[config.mk]
export PLATFORM = sky130hd
export DESIGN_NAME = aluctrl_md
export DESIGN_NICKNAME = d
export VERILOG_FILES = /design/src/rtl/aluctrl_pkg.sv /design/src/rtl/md_iter.sv /design/src/rtl/aluctrl_md.sv
export SDC_FILE = /design/constraint.sdc
export NUM_CORES = 1
export LEC_CHECK = 0
export CAP_MARGIN = 20
export CORE_ASPECT_RATIO = 0.5
export CORE_MARGIN = 4
export CORE_UTILIZATION = 57
export CTS_BUF_LIST = sky130_fd_sc_hd__clkbuf_4 sky130_fd_sc_hd__clkbuf_8 sky130_fd_sc_hd__clkbuf_16
export DETAILED_ROUTE_END_ITERATION = 12
export DONT_BUFFER_PORTS = 1
export HOLD_SLACK_MARGIN = 0.15
export PLACE_DENSITY = 0.72
export SLEW_MARGIN = 20
export SYNTH_ARGS = -nofsm -noshare
export SYNTH_HDL_FRONTEND = slang
export SYNTH_SLANG_ARGS = --single-unit
[constraint.sdc]
create_clock -name clk -period 4 [get_ports clk]
set_clock_uncertainty 0.1 [all_clocks]
set_input_delay 0.6 -clock clk [delete_from_list [all_inputs] [get_ports clk]]
set_output_delay 0.6 -clock clk [all_outputs]
set_load 0.02 [all_outputs]
[src/rtl/aluctrl_pkg.sv]
// Shared encodings for the ALU control decoder and the multiply/divide sequencer.
package aluctrl_pkg;

    // ALU control codes driven to the main EX-stage ALU
    localparam logic [3:0] ALU_AND = 4'b0000;
    localparam logic [3:0] ALU_OR  = 4'b0001;
    localparam logic [3:0] ALU_ADD = 4'b0010;
    localparam logic [3:0] ALU_XOR = 4'b0011;
    localparam logic [3:0] ALU_SUB = 4'b0110;
    localparam logic [3:0] ALU_SLT = 4'b0111;
    localparam logic [3:0] ALU_NOR = 4'b1100;

    // R-type function field values
    localparam logic [5:0] FN_MFHI  = 6'b010000;
    localparam logic [5:0] FN_MFLO  = 6'b010010;
    localparam logic [5:0] FN_MULT  = 6'b011000;
    localparam logic [5:0] FN_MULTU = 6'b011001;
    localparam logic [5:0] FN_DIV   = 6'b011010;
    localparam logic [5:0] FN_DIVU  = 6'b011011;
    localparam logic [5:0] FN_ADDU  = 6'b100001;
    localparam logic [5:0] FN_SUBU  = 6'b100011;
    localparam logic [5:0] FN_AND   = 6'b100100;
    localparam logic [5:0] FN_OR    = 6'b100101;
    localparam logic [5:0] FN_XOR   = 6'b100110;
    localparam logic [5:0] FN_NOR   = 6'b100111;
    localparam logic [5:0] FN_SLT   = 6'b101010;

    // AluOp encodings from the main decoder
    typedef enum logic [1:0] {
        AOP_ADD   = 2'b00,
        AOP_SUB   = 2'b01,
        AOP_OR    = 2'b10,
        AOP_RTYPE = 2'b11
    } aluop_e;

    // Multiply/divide sequencer states
    typedef enum logic [1:0] {
        ST_IDLE = 2'b00,
        ST_RUN  = 2'b01,
        ST_DONE = 2'b10
    } md_state_e;

    // True for the four HI/LO-writing funct codes (0110xx)
    function automatic logic is_md_funct(input logic [5:0] f);
        return (f[5:2] == 4'b0110);
    endfunction

endpackage

[src/rtl/md_iter.sv]
// Iterative datapath: radix-2 shift-add multiply and restoring divide on
// unsigned magnitudes. {acc,quo} holds {hi,lo} of the raw result.
module md_iter
    import aluctrl_pkg::*;
#(
    parameter int WIDTH = 32
) (
    input  logic             clk,
    input  logic             rst,
    input  logic             load,
    input  logic             step,
    input  logic             is_div,
    input  logic [WIDTH-1:0] op_a,
    input  logic [WIDTH-1:0] op_b,
    output logic             last,
    output logic [WIDTH-1:0] res_hi,
    output logic [WIDTH-1:0] res_lo
);
    localparam int CNT_W = $clog2(WIDTH) + 1;

    logic [WIDTH-1:0] acc_q, acc_d;
    logic [WIDTH-1:0] quo_q, quo_d;
    logic [WIDTH-1:0] opd_q, opd_d;
    logic             div_q, div_d;
    logic [CNT_W-1:0] cnt_q, cnt_d;

    logic [WIDTH:0]   sum_s;
    logic [WIDTH:0]   shl_s;
    logic [WIDTH-1:0] diff_s;
    logic             ge_s;

    // One iteration step: load operands, or advance multiply/divide by one bit
    always_comb begin
        acc_d  = acc_q;
        quo_d  = quo_q;
        opd_d  = opd_q;
        div_d  = div_q;
        cnt_d  = cnt_q;
        sum_s  = {1'b0, acc_q} + {1'b0, opd_q};
        shl_s  = {acc_q, quo_q[WIDTH-1]};
        ge_s   = (shl_s >= {1'b0, opd_q});
        // remainder stays below the divisor, so the low WIDTH bits suffice
        diff_s = shl_s[WIDTH-1:0] - opd_q;
        if (load) begin
            acc_d = {WIDTH{1'b0}};
            quo_d = op_a;
            opd_d = op_b;
            div_d = is_div;
            cnt_d = CNT_W'(WIDTH);
        end else if (step) begin
            cnt_d = cnt_q - CNT_W'(1);
            if (div_q) begin
                if (ge_s) begin
                    acc_d = diff_s;
                    quo_d = {quo_q[WIDTH-2:0], 1'b1};
                end else begin
                    acc_d = shl_s[WIDTH-1:0];
                    quo_d = {quo_q[WIDTH-2:0], 1'b0};
                end
            end else begin
                if (quo_q[0]) begin
                    acc_d = sum_s[WIDTH:1];
                    quo_d = {sum_s[0], quo_q[WIDTH-1:1]};
                end else begin
                    acc_d = {1'b0, acc_q[WIDTH-1:1]};
                    quo_d = {acc_q[0], quo_q[WIDTH-1:1]};
                end
            end
        end else begin
            cnt_d = cnt_q;
        end
    end

    // Datapath and iteration counter registers
    always_ff @(posedge clk) begin
        if (rst) begin
            acc_q <= {WIDTH{1'b0}};
            quo_q <= {WIDTH{1'b0}};
            opd_q <= {WIDTH{1'b0}};
            div_q <= 1'b0;
            cnt_q <= {CNT_W{1'b0}};
        end else begin
            acc_q <= acc_d;
            quo_q <= quo_d;
            opd_q <= opd_d;
            div_q <= div_d;
            cnt_q <= cnt_d;
        end
    end

    // Final-step flag and raw result view
    always_comb begin
        last   = step && (cnt_q == CNT_W'(1));
        res_hi = acc_q;
        res_lo = quo_q;
    end

endmodule

[src/rtl/aluctrl_md.sv]
// ALU control decoder plus multiply/divide sequencer owning HI/LO.
// Holds the EX stage (stall) while an MD op or HI/LO read meets a busy unit.
module aluctrl_md
    import aluctrl_pkg::*;
#(
    parameter int WIDTH = 32
) (
    input  logic             clk,
    input  logic             rst,
    input  logic [1:0]       alu_op,
    input  logic [5:0]       funct,
    input  logic             issue,
    input  logic [WIDTH-1:0] src_a,
    input  logic [WIDTH-1:0] src_b,
    output logic [3:0]       aluctrl,
    output logic             stall,
    output logic             busy,
    output logic             done,
    output logic [WIDTH-1:0] hi,
    output logic [WIDTH-1:0] lo
);
    md_state_e        state_q, state_d;
    logic [WIDTH-1:0] hi_q, hi_d, lo_q, lo_d;
    logic [WIDTH-1:0] araw_q, araw_d;
    logic             div_q, div_d;
    logic             neg_q, neg_d;
    logic             rneg_q, rneg_d;
    logic             dz_q, dz_d;

    logic             rtype_s, md_op_s, rd_hilo_s, load_s, run_s, last_s;
    logic             sgn_s, a_neg_s, b_neg_s;
    logic [WIDTH-1:0] abs_a_s, abs_b_s, res_hi_s, res_lo_s;
    logic [2*WIDTH-1:0] prod_s;

    // Instruction classification and operand magnitudes
    always_comb begin
        rtype_s   = (alu_op == AOP_RTYPE);
        md_op_s   = rtype_s && is_md_funct(funct);
        rd_hilo_s = rtype_s && ((funct == FN_MFHI) || (funct == FN_MFLO));
        sgn_s     = ~funct[0];
        a_neg_s   = sgn_s && src_a[WIDTH-1];
        b_neg_s   = sgn_s && src_b[WIDTH-1];
        // most-negative maps onto itself, which is the right unsigned magnitude
        abs_a_s   = a_neg_s ? -src_a : src_a;
        abs_b_s   = b_neg_s ? -src_b : src_b;
        load_s    = (state_q == ST_IDLE) && issue && md_op_s;
        run_s     = (state_q == ST_RUN);
    end

    // ALU control decode, independent of the sequencer
    always_comb begin
        aluctrl = ALU_OR;
        case (alu_op)
            AOP_ADD: aluctrl = ALU_ADD;
            AOP_SUB: aluctrl = ALU_SUB;
            AOP_OR:  aluctrl = ALU_OR;
            AOP_RTYPE: begin
                case (funct)
                    FN_ADDU: aluctrl = ALU_ADD;
                    FN_SUBU: aluctrl = ALU_SUB;
                    FN_AND:  aluctrl = ALU_AND;
                    FN_OR:   aluctrl = ALU_OR;
                    FN_XOR:  aluctrl = ALU_XOR;
                    FN_NOR:  aluctrl = ALU_NOR;
                    FN_SLT:  aluctrl = ALU_SLT;
                    default: aluctrl = ALU_OR;
                endcase
            end
            default: aluctrl = ALU_OR;
        endcase
    end

    md_iter #(.WIDTH(WIDTH)) u_md_iter (
        .clk    (clk),
        .rst    (rst),
        .load   (load_s),
        .step   (run_s),
        .is_div (funct[1]),
        .op_a   (abs_a_s),
        .op_b   (abs_b_s),
        .last   (last_s),
        .res_hi (res_hi_s),
        .res_lo (res_lo_s)
    );

    // Next-state logic of the sequencer
    always_comb begin
        state_d = state_q;
        case (state_q)
            ST_IDLE: state_d = load_s ? ST_RUN : ST_IDLE;
            ST_RUN:  state_d = last_s ? ST_DONE : ST_RUN;
            ST_DONE: state_d = ST_IDLE;
            default: state_d = ST_IDLE;
        endcase
    end

    // Capture the sign fixup and divide-by-zero info at issue
    always_comb begin
        div_d  = div_q;
        neg_d  = neg_q;
        rneg_d = rneg_q;
        dz_d   = dz_q;
        araw_d = araw_q;
        if (load_s) begin
            div_d  = funct[1];
            neg_d  = a_neg_s ^ b_neg_s;
            rneg_d = a_neg_s;
            dz_d   = funct[1] && (src_b == {WIDTH{1'b0}});
            araw_d = src_a;
        end else begin
            div_d  = div_q;
        end
    end

    // State register and issue-time control flops
    always_ff @(posedge clk) begin
        if (rst) begin
            state_q <= ST_IDLE;
            div_q   <= 1'b0;
            neg_q   <= 1'b0;
            rneg_q  <= 1'b0;
            dz_q    <= 1'b0;
            araw_q  <= {WIDTH{1'b0}};
        end else begin
            state_q <= state_d;
            div_q   <= div_d;
            neg_q   <= neg_d;
            rneg_q  <= rneg_d;
            dz_q    <= dz_d;
            araw_q  <= araw_d;
        end
    end

    // Sign fixup in DONE; HI/LO change only then
    always_comb begin
        hi_d   = hi_q;
        lo_d   = lo_q;
        prod_s = {res_hi_s, res_lo_s};
        if (state_q == ST_DONE) begin
            if (div_q) begin
                if (dz_q) begin
                    hi_d = araw_q;
                    lo_d = {WIDTH{1'b1}};
                end else begin
                    hi_d = rneg_q ? -res_hi_s : res_hi_s;
                    lo_d = neg_q ? -res_lo_s : res_lo_s;
                end
            end else begin
                {hi_d, lo_d} = neg_q ? -prod_s : prod_s;
            end
        end else begin
            hi_d = hi_q;
        end
    end

    // HI/LO registers
    always_ff @(posedge clk) begin
        if (rst) begin
            hi_q <= {WIDTH{1'b0}};
            lo_q <= {WIDTH{1'b0}};
        end else begin
            hi_q <= hi_d;
            lo_q <= lo_d;
        end
    end

    // Sequencer status outputs and hazard stall
    always_comb begin
        busy  = (state_q != ST_IDLE);
        done  = (state_q == ST_DONE);
        stall = issue && (md_op_s || rd_hilo_s) && (state_q != ST_IDLE);
        hi    = hi_q;
        lo    = lo_q;
    end

endmodule

==> results by group <==
Outcome
  • Outcome: complete, no violations

Layout
  • Antenna fix cells: 0
  • # fillers: approximately 2500
  • Area growth, synth to finish: 8.683%
  • Final #Nets: 2198
  • Ratio of cells with drive above 1 in the final layout: under 10%

Clock tree
  • Worst-Skew Late Latency: 540 ps
  • CTS tree: built
  • CTS max path bufs: 3
  • Post-CTS Setup Inserts: 0
  • Clock Sinks: 204
  • H-tree levels: 1
  • Clock root buffer: clkbuf_16
  • Post-CTS Hold Buffers: 38
  • Clk slew on worst S/H paths: 60 ps
  • Post_cts resized: 0
  • Total CTS buffers: 22

STA
  • Max_slew headroom: 25.94%
  • Fin crit period: 3683 ps
  • RSZ-0062 raised after global routing: no
  • Final cycle utilization of the critical path: 92.08%
  • Setup Viol. Count Final: 0
  • Setup Total Neg Slack: 0 ps
  • Final Max Slew Viols: 0
  • Slack of the critical path: 316.8 ps
  • Fmax: 0.2715 GHz
  • Worst slew pin tran: 1109 ps
  • Final hold vios: 0

Logic synthesis
  • Yosys warns: 0
  • Synth Area per Inst: 7.430 um^2
  • Sequential fraction of the synthesis area: 26.12%
  • Syn_nets: 2251
  • Number of synthesized register bits: 204
  • Synth Instances: approximately 2100
  • Synth area leader: dfxtp_1
  • Top FF cell, synth: dfxtp_1
  • Synth area leaders: dfxtp_1 26%, a21oi_1 6.9%, xnor2_1 5.8%
  • Share of the synthesized area in the top cell type: 26.12%
  • Yosys cell types: 73
  • Post-Syn Area: 15630 um^2
  • Post-synth EDFFs: 0
  • Async SR Flop Fraction: 0%

Power and ir drop
  • Worst IR drop on VDD: between 0.0002 and 0.0003 V
  • Total Power: 0.004635 W
  • Pleak: 6.230 nW
  • Power Density: 272.8 nW/um^2

Global route
  • Initial antenna violation count: 0
  • Total grt overflow: 0
  • GRT Total Usage: 31.22%
  • First-pass GRT wire length: 77930 um
  • Pin count of the biggest net entering global routing: 143
  • Vias in the first global route: 13750

Routing
  • Vias per cell: 6.333
  • Vias: 15310
  • Detail Route Antenna Nets: 0
  • Number of remaining DRC errors: 0
  • Drt wl/cell: between 20 and 25 um
  • TritonRoute pass-1 iters: 5
  • First-iteration detailed-routing DRC count: 1335
  • Post-Route WL: slightly below 50000 um

Setup path
  • Critical path arrival: 4030 ps
  • Crit path cell chain: inv_1, ha_1, inv_1, fa_1, a21oi_1, o211a_1, o311ai_0, a221oi_1, buf_4, o31ai_1, a31oi_1, o21ai_0, xnor2_1, o21ai_0, nor3b_1
  • Worst path slowest cell: fa_1
  • CP Capture Type: flip-flop
  • CP peak stage delay: 400 ps
  • Critical Path RT: 4350 ps
  • Crit-path max FO: 5
  • Kind of critical path: reg -> reg
  • Crit start category: flip-flop

Floorplanning
  • Io pins: about 150
  • Core Rows: 42
  • Core ar.: 26700 um^2
  • Vert. Die Dim: 125.1 um
  • Die X: about 240 um
  • Die area: between 30000 and 40000 um^2
  • Initial core utilization: approximately 59%

Placement
  • DP HPWL: 35050 um
  • Placement Setup Slack: around 400 ps
  • Port bufs: 0
  • Gpl congestion: 1.034

Job
  • Max_cap viols: 0

Hold path
  • Hold Path Class: in -> reg
cells in the final DEF (no fill, tap or decap), types with 9 or more instances in the layout:
cell	synthesis	layout
or3_1	14	13
buf_4	0	44
nand3_1	31	31
a32o_1	9	9
or4_1	9	9
nor4_1	19	19
a21o_1	35	35
o31ai_1	28	28
ha_1	70	70
a211oi_1	107	107
xor2_1	95	95
nand4_1	14	14
mux2i_1	59	59
a311oi_1	9	9
a21oi_1	216	215
a31oi_1	13	12
dfxtp_1	204	201
dlygate4sd3_1	0	37
clkbuf_16	0	22
o41ai_1	15	15
o221a_2	11	11
o211ai_1	30	30
o21bai_1	12	12
nand2b_1	21	20
inv_1	61	61
nor2b_1	14	13
nor2_1	208	208
nand2_1	237	237
nor3_1	47	46
and2_1	10	10
xnor2_1	103	103
o21ai_0	126	126
metal layers:
layer  GRT usage, %  part of all wire (%)  vias up
met3          9.414                    11       83
met2          44.99                    40      709
met4          7.774                   2.6        0
li1               -                     -     7466
met5              0                     0        -
met1          45.49                    46     7050
layout make-up:
class | instances | area (um^2) | area share (%)
multi-input cells | 1673 | 10720 | 63.06
flip-flops and latches | 204 | 4090 | 24.07
repair buffers | 85 | 788.3 | 4.639
clock buffers | 33 | 670.6 | 3.947
well taps | 352 | 440.4 | 2.592
inverters | 65 | 244.0 | 1.436
clock inverters | 5 | 42.54 | 0.2504
cells in the mapped netlist, types with 5 or more instances:
cell,count
a211oi_1,107
a21boi_0,5
a21o_1,35
a21oi_1,216
a221oi_1,5
a22o_1,5
a311oi_1,9
a31o_2,5
a31oi_1,13
a32o_1,9
and2_1,10
and3_1,8
buf_1,6
buf_2,8
clkbuf_1,147
dfxtp_1,204
ha_1,70
inv_1,61
mux2i_1,59
nand2_1,237
nand2b_1,21
nand3_1,31
nand4_1,14
nor2_1,208
nor2b_1,14
nor3_1,47
nor4_1,19
o211ai_1,30
o21a_1,6
o21ai_0,126
o21bai_1,12
o221a_2,11
o221ai_1,6
o311ai_0,6
o31ai_1,28
o41ai_1,15
or2_2,8
or3_1,14
or4_1,9
xnor2_1,103
xor2_1,95
stage by stage:
stage | cells | utilization, % | hold slack (ps) | area (um^2)
floorplan | 2104 | - | 333.2 | 15630
global placement | 2341 | 59.49 | 338.4 | 15880
detailed placement | 2341 | 59.49 | 345.1 | 15880
CTS | 2417 | 63.65 | 152.9 | 16990
global route | 2417 | 63.65 | 168.0 | 16990
finish | 2417 | 63.65 | 160.6 | 16990
flip-flops by register name, indices dropped and copies added, names as in the netlist:
register / flops
u_md_iter.div_q: 1
araw_q: 32
state_q: 2
hi: 32
neg_q: 1
dz_q: 1
u_md_iter.res_lo: 32
u_md_iter.opd_q: 32
rneg_q: 1
u_md_iter.res_hi: 32
u_md_iter.cnt_q: 6
lo: 32
power by group:
group          internal, W  switching, W  total (W)
Sequential         0.00204     0.0000153    0.00205
Clock              0.00116      0.000907    0.00207
Combinational     0.000203      0.000308   0.000511
Total              0.00341       0.00123    0.00464
logic make-up (layout without fill, tap and decap cells):
group                    count (synthesis)  in the layout  synth area share (%)
flip-flops                             204            204                 26.12
XOR/XNOR                               198            198                 11.09
AO/OA/AOI/OAI                          679            679                 28.10
AND/OR/NAND/NOR                        664            664                 19.42
buffers and inverters                  227            188                 5.562
multiplexers                            60             60                 3.850
adder cells (fa/ha/maj)                 72             72                 5.858
worst paths after layout:
kind,from,endpoint,slack [ps],depth (start not counted)
worst max register to register,u_md_iter.res_lo[31]$_SDFFE_PP0P_,u_md_iter.res_hi[30]$_SDFFE_PP0P_,320,15
worst min register to register,araw_q[1]$_SDFFE_PP0P_,araw_q[1]$_SDFFE_PP0P_,360,2
worst max-delay path,u_md_iter.res_lo[31]$_SDFFE_PP0P_,u_md_iter.res_hi[30]$_SDFFE_PP0P_,320,15
worst min-delay path,src_a[27],u_md_iter.res_lo[27]$_SDFFE_PP0P_,160,2
critical path: cells and delay by family (launching register included):
family / cells / cell delay [ps]
xor gates and xnor gates: 1 / 150
AOI/OAI and AO/OA: 8 / 1720
adders and majority gates: 2 / 630
and+or+nand+nor: 1 / 200
buffers and inverters: 3 / 450
DFF: 1 / 330
No activity file was read; power rests on OpenSTA's default activity.
